$ cat src/rtl/exu_wb_arb.sv
// exu_wb_arb: per-channel result FIFOs merged onto one registered register-file writeback port.
// Define EXU_WB_ARB_RR_EN for round-robin arbitration; otherwise fixed priority (lowest index wins).
module exu_wb_arb #(
  parameter int unsigned NUM_CH = 4,
  parameter int unsigned DEPTH  = 2,
  parameter int unsigned XLEN   = 32
) (
  input  logic                   clk,
  input  logic                   rst_n,
  input  logic [NUM_CH*XLEN-1:0] ch_wb_data,
  input  logic [NUM_CH*5-1:0]    ch_wb_rd_addr,
  input  logic [NUM_CH-1:0]      ch_wb_rd_wr_en,
  input  logic [NUM_CH*XLEN-1:0] ch_instr_tag,
  input  logic [NUM_CH*32-1:0]   ch_instr,
  output logic [NUM_CH-1:0]      ch_full,
  output logic [NUM_CH-1:0]      ch_afull,
  output logic [NUM_CH-1:0]      ch_ovf_err,
  output logic [XLEN-1:0]        exu_wb_data,
  output logic [4:0]             exu_wb_rd_addr,
  output logic                   exu_wb_rd_wr_en,
  output logic [XLEN-1:0]        instr_tag_out,
  output logic [31:0]            instr_out
);
  localparam int unsigned PW = $clog2(DEPTH);
  localparam int unsigned CW = $clog2(DEPTH + 1);
  localparam int unsigned IW = $clog2(NUM_CH);

  logic [XLEN-1:0] data_mem  [NUM_CH][DEPTH];
  logic [4:0]      addr_mem  [NUM_CH][DEPTH];
  logic [XLEN-1:0] tag_mem   [NUM_CH][DEPTH];
  logic [31:0]     instr_mem [NUM_CH][DEPTH];

  logic [PW-1:0] rd_ptr [NUM_CH];
  logic [PW-1:0] wr_ptr [NUM_CH];
  logic [CW-1:0] count  [NUM_CH];

  logic [NUM_CH-1:0] nonempty;
  logic [NUM_CH-1:0] req;
  logic [NUM_CH-1:0] pop;
  logic [NUM_CH-1:0] push;
  logic [NUM_CH-1:0] ovf_set;
  logic              grant_vld;
  logic [IW-1:0]     grant_idx;

`ifdef EXU_WB_ARB_RR_EN
  logic [IW-1:0] rr_ptr;
  int unsigned   cand;
`endif

  always_comb begin
    for (int unsigned i = 0; i < NUM_CH; i++) begin
      nonempty[i] = (count[i] != '0);
      ch_full[i]  = (count[i] == CW'(DEPTH));
      ch_afull[i] = (count[i] >= CW'(DEPTH - 1));
      req[i]      = ch_wb_rd_wr_en[i] && (ch_wb_rd_addr[i*5 +: 5] != 5'd0);
    end
  end

  // rr_ptr holds the first channel to search, i.e. one past the last grant
  always_comb begin
    grant_vld = 1'b0;
    grant_idx = '0;
`ifdef EXU_WB_ARB_RR_EN
    cand = 0;
    for (int unsigned k = 0; k < NUM_CH; k++) begin
      cand = (32'(rr_ptr) + k) % NUM_CH;
      if (!grant_vld && nonempty[IW'(cand)]) begin
        grant_vld = 1'b1;
        grant_idx = IW'(cand);
      end
    end
`else
    for (int unsigned k = 0; k < NUM_CH; k++) begin
      if (!grant_vld && nonempty[IW'(k)]) begin
        grant_vld = 1'b1;
        grant_idx = IW'(k);
      end
    end
`endif
  end

  always_comb begin
    pop = '0;
    pop[grant_idx] = grant_vld;
    for (int unsigned i = 0; i < NUM_CH; i++) begin
      push[i]    = req[i] && (!ch_full[i] || pop[i]);
      ovf_set[i] = req[i] && ch_full[i] && !pop[i];
    end
  end

  always_ff @(posedge clk) begin
    for (int unsigned i = 0; i < NUM_CH; i++) begin
      if (push[i]) begin
        data_mem[i][wr_ptr[i]]  <= ch_wb_data[i*XLEN +: XLEN];
        addr_mem[i][wr_ptr[i]]  <= ch_wb_rd_addr[i*5 +: 5];
        tag_mem[i][wr_ptr[i]]   <= ch_instr_tag[i*XLEN +: XLEN];
        instr_mem[i][wr_ptr[i]] <= ch_instr[i*32 +: 32];
      end
    end
  end

  always_ff @(posedge clk or negedge rst_n) begin
    if (!rst_n) begin
      for (int unsigned i = 0; i < NUM_CH; i++) begin
        rd_ptr[i] <= '0;
        wr_ptr[i] <= '0;
        count[i]  <= '0;
      end
      ch_ovf_err      <= '0;
      exu_wb_rd_wr_en <= 1'b0;
      exu_wb_data     <= '0;
      exu_wb_rd_addr  <= '0;
      instr_tag_out   <= '0;
      instr_out       <= '0;
    end else begin
      for (int unsigned i = 0; i < NUM_CH; i++) begin
        if (push[i]) wr_ptr[i] <= wr_ptr[i] + 1'b1;
        if (pop[i])  rd_ptr[i] <= rd_ptr[i] + 1'b1;
        if (push[i] && !pop[i])      count[i] <= count[i] + 1'b1;
        else if (!push[i] && pop[i]) count[i] <= count[i] - 1'b1;
      end
      ch_ovf_err      <= ch_ovf_err | ovf_set;
      exu_wb_rd_wr_en <= grant_vld;
      if (grant_vld) begin
        exu_wb_data    <= data_mem[grant_idx][rd_ptr[grant_idx]];
        exu_wb_rd_addr <= addr_mem[grant_idx][rd_ptr[grant_idx]];
        instr_tag_out  <= tag_mem[grant_idx][rd_ptr[grant_idx]];
        instr_out      <= instr_mem[grant_idx][rd_ptr[grant_idx]];
      end else begin
        exu_wb_data    <= '0;
        exu_wb_rd_addr <= '0;
        instr_tag_out  <= '0;
        instr_out      <= '0;
      end
    end
  end

`ifdef EXU_WB_ARB_RR_EN
  always_ff @(posedge clk or negedge rst_n) begin
    if (!rst_n)
      rr_ptr <= '0;
    else if (grant_vld)
      rr_ptr <= (grant_idx == IW'(NUM_CH - 1)) ? '0 : grant_idx + 1'b1;
  end
`endif

endmodule
$ cat config.mk
export PLATFORM = sky130hd
export DESIGN_NAME = exu_wb_arb
export DESIGN_NICKNAME = d
export VERILOG_FILES = /design/src/rtl/exu_wb_arb.sv
export SDC_FILE = /design/constraint.sdc
export NUM_CORES = 1
export LEC_CHECK = 0
export CORE_MARGIN = 4
export CORE_UTILIZATION = 30
export DETAILED_ROUTE_END_ITERATION = 8
export GPL_ROUTABILITY_DRIVEN = 0
export PLACE_DENSITY = 0.56
export SETUP_SLACK_MARGIN = 0.5
export SLEW_MARGIN = 20
export SYNTH_ARGS = -nofsm -noshare
export SYNTH_HDL_FRONTEND = slang
export SYNTH_SLANG_ARGS = --single-unit
$ cat constraint.sdc
create_clock -name clk -period 13.26 [get_ports clk]
set_clock_uncertainty 0.2 [all_clocks]
set_input_delay 2.652 -clock clk [delete_from_list [all_inputs] [get_ports clk]]
set_output_delay 2.652 -clock clk [all_outputs]
set_load 0.02 [all_outputs]
# == Word level (Yosys, flattened, before mapping) ==
# Memory sizes are Yosys's and may differ from the RTL's.
# Index checks and enable logic that the tools add are counted.
# classes
n_mux,64
bitwise_logic,8
eq_ne,4
n_reduce_logical,63
order_cmp,16
addsub,16
# ops
operator,n
32-bit 2-to-1 mux,16
64-bit 2-to-1 mux,4
32-bit demux with 1-bit select,4
10-bit 2-to-1 mux,4
5-bit 2-to-1 mux,8
1-bit logical AND,32
5-bit demux with 1-bit select,4
2-bit 2-to-1 mux,10
5-bit nonzero test,4
2-bit nonzero test,8
1-bit logical NOT,15
1-bit 2-to-1 mux,12
2-bit by 1-bit greater-or-equal comparator with 1-bit output (second input constant),5
2-bit greater-or-equal comparator (second input constant),5
1-bit NOT with 2-bit output,5
1-bit adder (second input constant),8
2-bit by 1-bit adder with 2-bit output (second input constant),4
2-bit equality test (second input constant),4
2-bit by 1-bit < comparator with 1-bit output (second input constant),4
2-bit by 1-bit subtractor with 2-bit output (second input constant),4
4-bit AND,1
1-bit logical OR,4
4-bit OR,1
3-bit greater-or-equal comparator (second input constant),1
4 further kinds,4
# word_totals
regBits,122
mem_count,4
elab_cells,193
output_inout_bits,114
ramBits,808
input_bits,410
# memory_table
name,depth,word_bits,rd,rd_clocked_by_memory_dff,write_ports,line_no,text
data_mem,4,64,1,0,4,28,logic [XLEN-1:0] data_mem [NUM_CH][DEPTH];
instr_mem,4,64,1,0,4,31,logic [31:0] instr_mem [NUM_CH][DEPTH];
tag_mem,4,64,1,0,4,30,logic [XLEN-1:0] tag_mem [NUM_CH][DEPTH];
addr_mem,4,10,1,0,4,29,logic [4:0] addr_mem [NUM_CH][DEPTH];

# == Longest topological paths before layout ==
# Gate-level depths: netlist of run 1.
# logic_depth
depth_word,22
ltp_mapped,10
ltp_nobuf,8

# == Worst setup path before layout of run 1 ==
# Ideal clock, no wire load.
# synth_timing
path_kind,input -> register
from,in ch_wb_rd_addr[18]
to,"mem addr_mem[3][5] (netlist bit), enable pin"
setup_ns,0.574
path_slack_ns,4.920
arrival_ns,7.566
required_time_ns,12.486
cell_stages,4
n_path_buf,0
cell_sequence,or4_1 -> o21ai_0 -> a21oi_1 -> nor2b_1
# synth_lines
item,line_no,text
start: declaration,11,"input logic [NUM_CH*5-1:0] ch_wb_rd_addr,"
end: declaration,29,

==> results of run 1 <==
[worst max-delay path by stage]
stage | start | end | slack [ns] | cells past startpoint
final | ch_wb_rd_addr[2] | data_mem[0][60]$_DFFE_PP_ | 7.60 | 7
after CTS | ch_wb_rd_addr[2] | data_mem[0][60]$_DFFE_PP_ | 7.60 | 7
after floorplan | ch_wb_rd_addr[18] | addr_mem[3][5]$_DFFE_PP_ | 4.92 | 4
after global placement | ch_wb_rd_addr[7] | instr_mem[1][4]$_DFFE_PP_ | 6.85 | 7
after detailed placement | ch_wb_rd_addr[2] | data_mem[0][57]$_DFFE_PP_ | 6.81 | 7
after global routing | ch_wb_rd_addr[2] | data_mem[0][55]$_DFFE_PP_ | 7.42 | 7
[kinds of logic (layout without fill, tap and decap cells)]
kind of cell | after synthesis | after routing
buffers and inverters | 432 | 970
other | 0 | 20
xor gates and xnor gates | 16 | 16
and+or+nand+nor | 231 | 231
AOI/OAI and AO/OA | 728 | 728
adders and majority gates | 16 | 16
DFF | 930 | 930
[critical path, cell delays in order]
cell and delay (ns):
clkdlybuf4s50_1 0.55, or4_1 0.13, o21ai_0 0.11, a21oi_1 0.32, nor2b_4 0.30, buf_4 0.65, buf_4 0.92
[cells in the mapped netlist (all sizes together) (4+ instances only)]
cell	count
edfxtp	808
o221ai	304
inv	216
o21ai	211
nor3b	203
clkbuf	155
dfrtp	122
a21oi	106
o2111ai	101
buf	61
ha	16
nand2	10
xnor2	8
xor2	8
and2	5
nor2b	4
o21bai	4
or4	4
[placed cells by master (no fill, tap or decap), drive strengths merged, types with 2 or more instances in the layout]
cell and n:
clkinvlp 2, buf 46, clkinv 34, or4 4, o21ai 211, o2111ai 101
clkdlybuf4s50 522, o21bai 4, dfrtp 122, nand2 10, xnor2 8, nor2b 4
o221ai 304, a21oi 106, xor2 8, edfxtp 808, bufinv 6, ha 16
clkbuf 139, and2 5, nor3b 203, diode 20, inv 221
[registers in the layout, indices dropped and copies added (netlist names)]
signal	cells
wr_ptr	4
exu_wb_rd_wr_en	1
addr_mem	40
count	8
tag_mem	256
instr_mem	256
rd_ptr	4
instr_tag_out	32
instr_out	32
exu_wb_rd_addr	5
exu_wb_data	32
data_mem	256
ch_ovf_err	4
[cell type report]
type                            count  area [um2]  area share
Timing Repair Buffer              568        5590       0.121
Inverter                          216         811      0.0175
Sequential cell                   930       27300       0.589
Clock buffer                      139        2790      0.0602
Antenna cell                       20        50.0     0.00108
Multi-Input combinational cell    991        7350       0.159
Tap cell                         1612        2020      0.0435
Clock inverter                     47         434     0.00937
[through the flow]
stage	setup slack, ns	instance area (um2)	hold WS [ns]	total power, uW	util
after global routing	7.42	46300	0.288	11600	0.387
final	7.60	46400	0.273	11000	0.387
after detailed placement	6.81	43100	0.264	8380	0.360
after CTS	7.60	46300	0.276	11200	0.386
after floorplan	4.92	36200	0.246	6730	-
after global placement	6.85	43100	0.261	8340	0.360
[per-layer routing]
layer  routed length [um]  up-vias
met5                  113        -
met4                 3750       18
met3                 8220      216
met2                56300      841
met1                48600    12000
li1                     -    10300
[report_power, final]
part | internal, uW | switching [uW]
Sequential | 4070 | 206
Combinational | 1300 | 2720
Clock | 1590 | 1150
Total | 6960 | 4070
==> results.py, run 1 <==
metrics = {
    "critical_path": {
        "worstPathMaxFanout": 57,
        "cp-end-kind": "flip-flop",
        "timing.rr.start": "count[2]$_DFFE_PN0P_",
        "crit_type": "in -> reg",
        "ff2ff_path_depth": 8,
        "crit_required_ns": 13.37,
        "cp-start-kind": "input pin",
        "r2r_slack_ns": 8.63,
        "rr_endpoint": "exu_wb_data[19]$_DFF_PN0_",
        "arrival_ns": 5.77,
    },
    "timing": {
        "finalCritPeriodShare": 0.427,
        "fin_crit_ns": 5.66,
        "fin_setup_tns_ns": 0,
        "tightest_slew_ns": 1.11,
        "final_max_slew_viol_count": 0,
        "hold_viol_final": 0,
        "timing.fmax_mhz": 177,
        "setup_violations": 0,
        "slew_headroom": 0.259,
        "rsz0062_at_grt": "no",
    },
    "drt": {
        "vias": 23300,
        "drc": 0,
        "routedWlPerCell_um": 25.9,
        "drt_iter0_markers": 1972,
        "vias_per_cell": 5.16,
        "dr.pass1.iters": 7,
        "wl_mm": 117,
        "ant_nets": 0,
    },
    "power": {
        "leakagePower_uw": 0.0153,
        "powerDensity_nw_per_um2": 238,
        "peakVddDrop_mv": 0.185,
    },
    "floorplanning": {
        "io_pins": 524,
        "die_w_um": 355,
        "rows": 127,
        "coreArea_um2": 120000,
        "die_h_um": 355,
        "dieArea_um2": 126000,
        "initial_core_util": 0.302,
    },
    "global_routing": {
        "track_usage": 0.180,
        "grt_util_met3": 0.0497,
        "grt_use_met1": 0.227,
        "grt_max_degree": 102,
        "grtUsageMet2": 0.296,
        "grt_first_pass_wirelength_mm": 166,
        "gr-total-overflow": 0,
        "grt_pass1_vias": 24100,
        "antenna_found_initial": 32,
        "grt.busiest_layer": "met2",
    },
    "synth": {
        "yosysTopAreaCell": "edfxtp_1",
        "synth.area.top_cells": "edfxtp_1, dfrtp_1, o221ai_1, nor3b_1, o21ai_0",
        "syn_avg_cell_area_um2": 15.4,
        "synth_cell_types": 29,
        "ys_warn_count": 0,
        "synth-edff-count": 808,
        "syn_inst": 2353,
        "yosys.area_share.simple": 0.0465,
        "synth_area_um2": 36200,
        "synthMuxAreaShare": 0,
        "synth_top_area_frac": 0.670,
        "synth_top_family_by_area": "compound AO/OA/AOI/OAI gates",
        "synth_compound_area_frac": 0.143,
        "yosysSeqAreaShare": 0.754,
        "synth_seq_cells": 930,
        "synthAdderAreaFrac": 0.00553,
        "synthArstFlopShare": 0.131,
        "synthFlopType": "edfxtp_1",
        "synthXorXnorAreaFrac": 0.00387,
        "syn_nets": 2779,
    },
    "min_path": {
        "min_path_cells": 1,
        "hold_class": "reg -> reg",
        "min-delay-start": "count[6]$_DFFE_PN0P_",
        "min_to": "count[6]$_DFFE_PN0P_",
    },
    "placed_design": {
        "io_buffers": 523,
        "dpl.cell_count": 4317,
        "dp.final_hpwl_mm": 72.3,
    },
    "run_status": {
        "status": "finished, final reports clean",
    },
    "clocking": {
        "htree_levels": 3,
        "cts_resized": 0,
        "clk_path_buf_depth": 3,
        "clock_latency_ns": 0.70,
        "clk_pin_slew_ns": 0.06,
        "cts_buffers": 100,
        "cts-root-buf": "clkbuf_16",
        "cts_sinks": 930,
        "postCtsSetupRepairBufs": 0,
        "cts.hold.buffers_added": 0,
        "tritoncts": "done",
    },
    "layout": {
        "nNetsFinal": 3233,
        "fin_cells": 4523,
        "drive_above_1_share": 0.0747,
        "nFillCells": 11300,
        "syn2layout_area_growth_pct": 28.0,
    },
    "run": {
        "cap_viol_max_count": 0,
    },
}
No activity file was read; power rests on OpenSTA's default activity.
==> run 2: changes to the inputs <==
clock period = 5.93 ns   (was 13.26 ns; I/O delays follow)
==> results.py, run 2 (synthesis results as in run 1) <==
metrics = {
    "drt": {
        "ant_nets": 0,
        "drt_iter0_markers": 1854,
        "wl_mm": 120,
        "vias": 23400,
        "dr.pass1.iters": 5,
        "drc": 0,
        "vias_per_cell": 5.17,
        "routedWlPerCell_um": 26.5,
    },
    "timing": {
        "layout_setup_ws_ns": 1.87,
        "tightest_slew_ns": 1.12,
        "fin_setup_tns_ns": 0,
        "final_max_slew_viol_count": 0,
        "slew_headroom": 0.254,
        "setup_violations": 0,
        "hold_viol_final": 0,
        "fin_crit_ns": 4.06,
        "timing.fmax_mhz": 246,
        "whs_ns": 0.274,
        "rsz0062_at_grt": "no",
        "finalCritPeriodShare": 0.684,
    },
    "power": {
        "leakagePower_uw": 0.0153,
        "powerDensity_nw_per_um2": 534,
        "seqPwrFrac": 0.386,
        "switchingPower_uw": 9110,
        "internal_power_uw": 15700,
        "clkPwrFrac": 0.247,
        "power_uw": 24800,
        "comb_power_share": 0.367,
        "peakVddDrop_mv": 0.443,
        "p_sw_frac": 0.367,
    },
    "min_path": {
        "hold_class": "reg -> reg",
    },
    "critical_path": {
        "arrival_ns": 4.36,
        "crit_type": "reg -> reg",
        "worstPathMaxFanout": 122,
        "cp-end-kind": "flip-flop",
        "cp-start-kind": "flip-flop",
        "crit_required_ns": 6.23,
    },
    "floorplanning": {
        "io_pins": 524,
        "initial_core_util": 0.302,
        "die_h_um": 355,
        "die_w_um": 355,
        "dieArea_um2": 126000,
        "coreArea_um2": 120000,
        "rows": 127,
    },
    "clocking": {
        "cts_resized": 0,
        "clock_latency_ns": 0.66,
        "clk_path_buf_depth": 3,
        "cts_sinks": 930,
        "cts-root-buf": "clkbuf_16",
        "postCtsSetupRepairBufs": 0,
        "cts.hold.buffers_added": 0,
        "htree_levels": 3,
        "tritoncts": "done",
        "cts_buffers": 99,
        "clk_pin_slew_ns": 0.06,
    },
    "global_routing": {
        "antenna_found_initial": 35,
        "track_usage": 0.183,
        "grt_first_pass_wirelength_mm": 168,
        "gr-total-overflow": 0,
        "grt_pass1_vias": 24100,
        "grt_max_degree": 201,
    },
    "placed_design": {
        "io_buffers": 523,
        "dpl.cell_count": 4320,
        "pre_cts_ws_ns": 1.19,
        "dp.final_hpwl_mm": 71.6,
    },
    "run_status": {
        "status": "finished, final reports clean",
    },
    "layout": {
        "nNetsFinal": 3235,
        "syn2layout_area_growth_pct": 28.5,
        "nFillCells": 11200,
        "drive_above_1_share": 0.0737,
        "fin_cells": 4521,
        "final_common_cell": "edfxtp_1",
        "final_cell_mix": "edfxtp_1, clkdlybuf4s50_1, o221ai_1",
    },
    "run": {
        "cap_viol_max_count": 0,
    },
}
## run 2: cell types whose count changed in the layout (fill, tap and decap cells not counted), moves of 2 or more
cell,previous run,this run
clkbuf_1,27,37
buf_4,44,33
clkinv_1,9,2
clkinv_4,6,3
clkinvlp_4,2,4
clkinv_2,18,13
buf_12,1,13
diode_2,20,18
## run 2: power groups by stage
stage / registers, uW / clock network (uW) / logic (uW)
final: 9580 / 6130 / 9120
after global routing: 9710 / 6540 / 9840
after CTS: 9590 / 6290 / 9270
after detailed placement: 9710 / 0 / 9220
after global placement: 9690 / 0 / 9120
after floorplan: 10100 / 0 / 4860
## run 2: layer usage
metal  up-vias  GRT usage  wire (um)
li1      10300          -          -
met1     11900      0.232      49300
met2       943      0.299      56800
met3       212     0.0540       9940
met4        30     0.0620       3490
met5         -          0        218
## run 2: worst max-delay path, cell delays in order, from the launching register on
cell       delay (ns)
dfrtp_1          0.38
inv_1            0.14
ha_4             0.48
buf_4            0.75
buf_4            0.88
nor3b_1          0.33
o221ai_1         0.24
o2111ai_1        0.17
a21oi_1          0.09
## run 2: final cells by class
cell class / instances / area (um2) / share of cell area
flip-flops and latches: 930 / 27300 / 0.587
multi-input cells: 991 / 7350 / 0.158
repair buffers: 571 / 5790 / 0.124
clock buffers: 151 / 2870 / 0.0616
well taps: 1612 / 2020 / 0.0433
inverters: 216 / 811 / 0.0174
clock inverters: 32 / 344 / 0.00739
diodes: 18 / 45.0 / 0.000968
## run 2: path summary, 6_finish.rpt
path	start	end	slack [ns]	cells after the start
max	count[2]$_DFFE_PN0P_	instr_tag_out[20]$_DFF_PN0_	1.87	8
min	count[6]$_DFFE_PN0P_	count[6]$_DFFE_PN0P_	0.27	1
max reg2reg	count[2]$_DFFE_PN0P_	instr_tag_out[20]$_DFF_PN0_	1.87	8
min reg2reg	count[6]$_DFFE_PN0P_	count[6]$_DFFE_PN0P_	0.27	1
max in group asynchronous	rst_n	instr_tag_out[7]$_DFF_PN0_	4.23	2
min in group asynchronous	rst_n	exu_wb_rd_addr[4]$_DFF_PN0_	0.29	1
## run 2: per-stage QoR
stage,utilization,cell area [um2]
2_1_floorplan,-,36200
3_3_place_gp,0.361,43200
3_5_place_dp,0.361,43300
4_1_cts,0.388,46500
5_1_grt,0.388,46500
6_report,0.388,46500
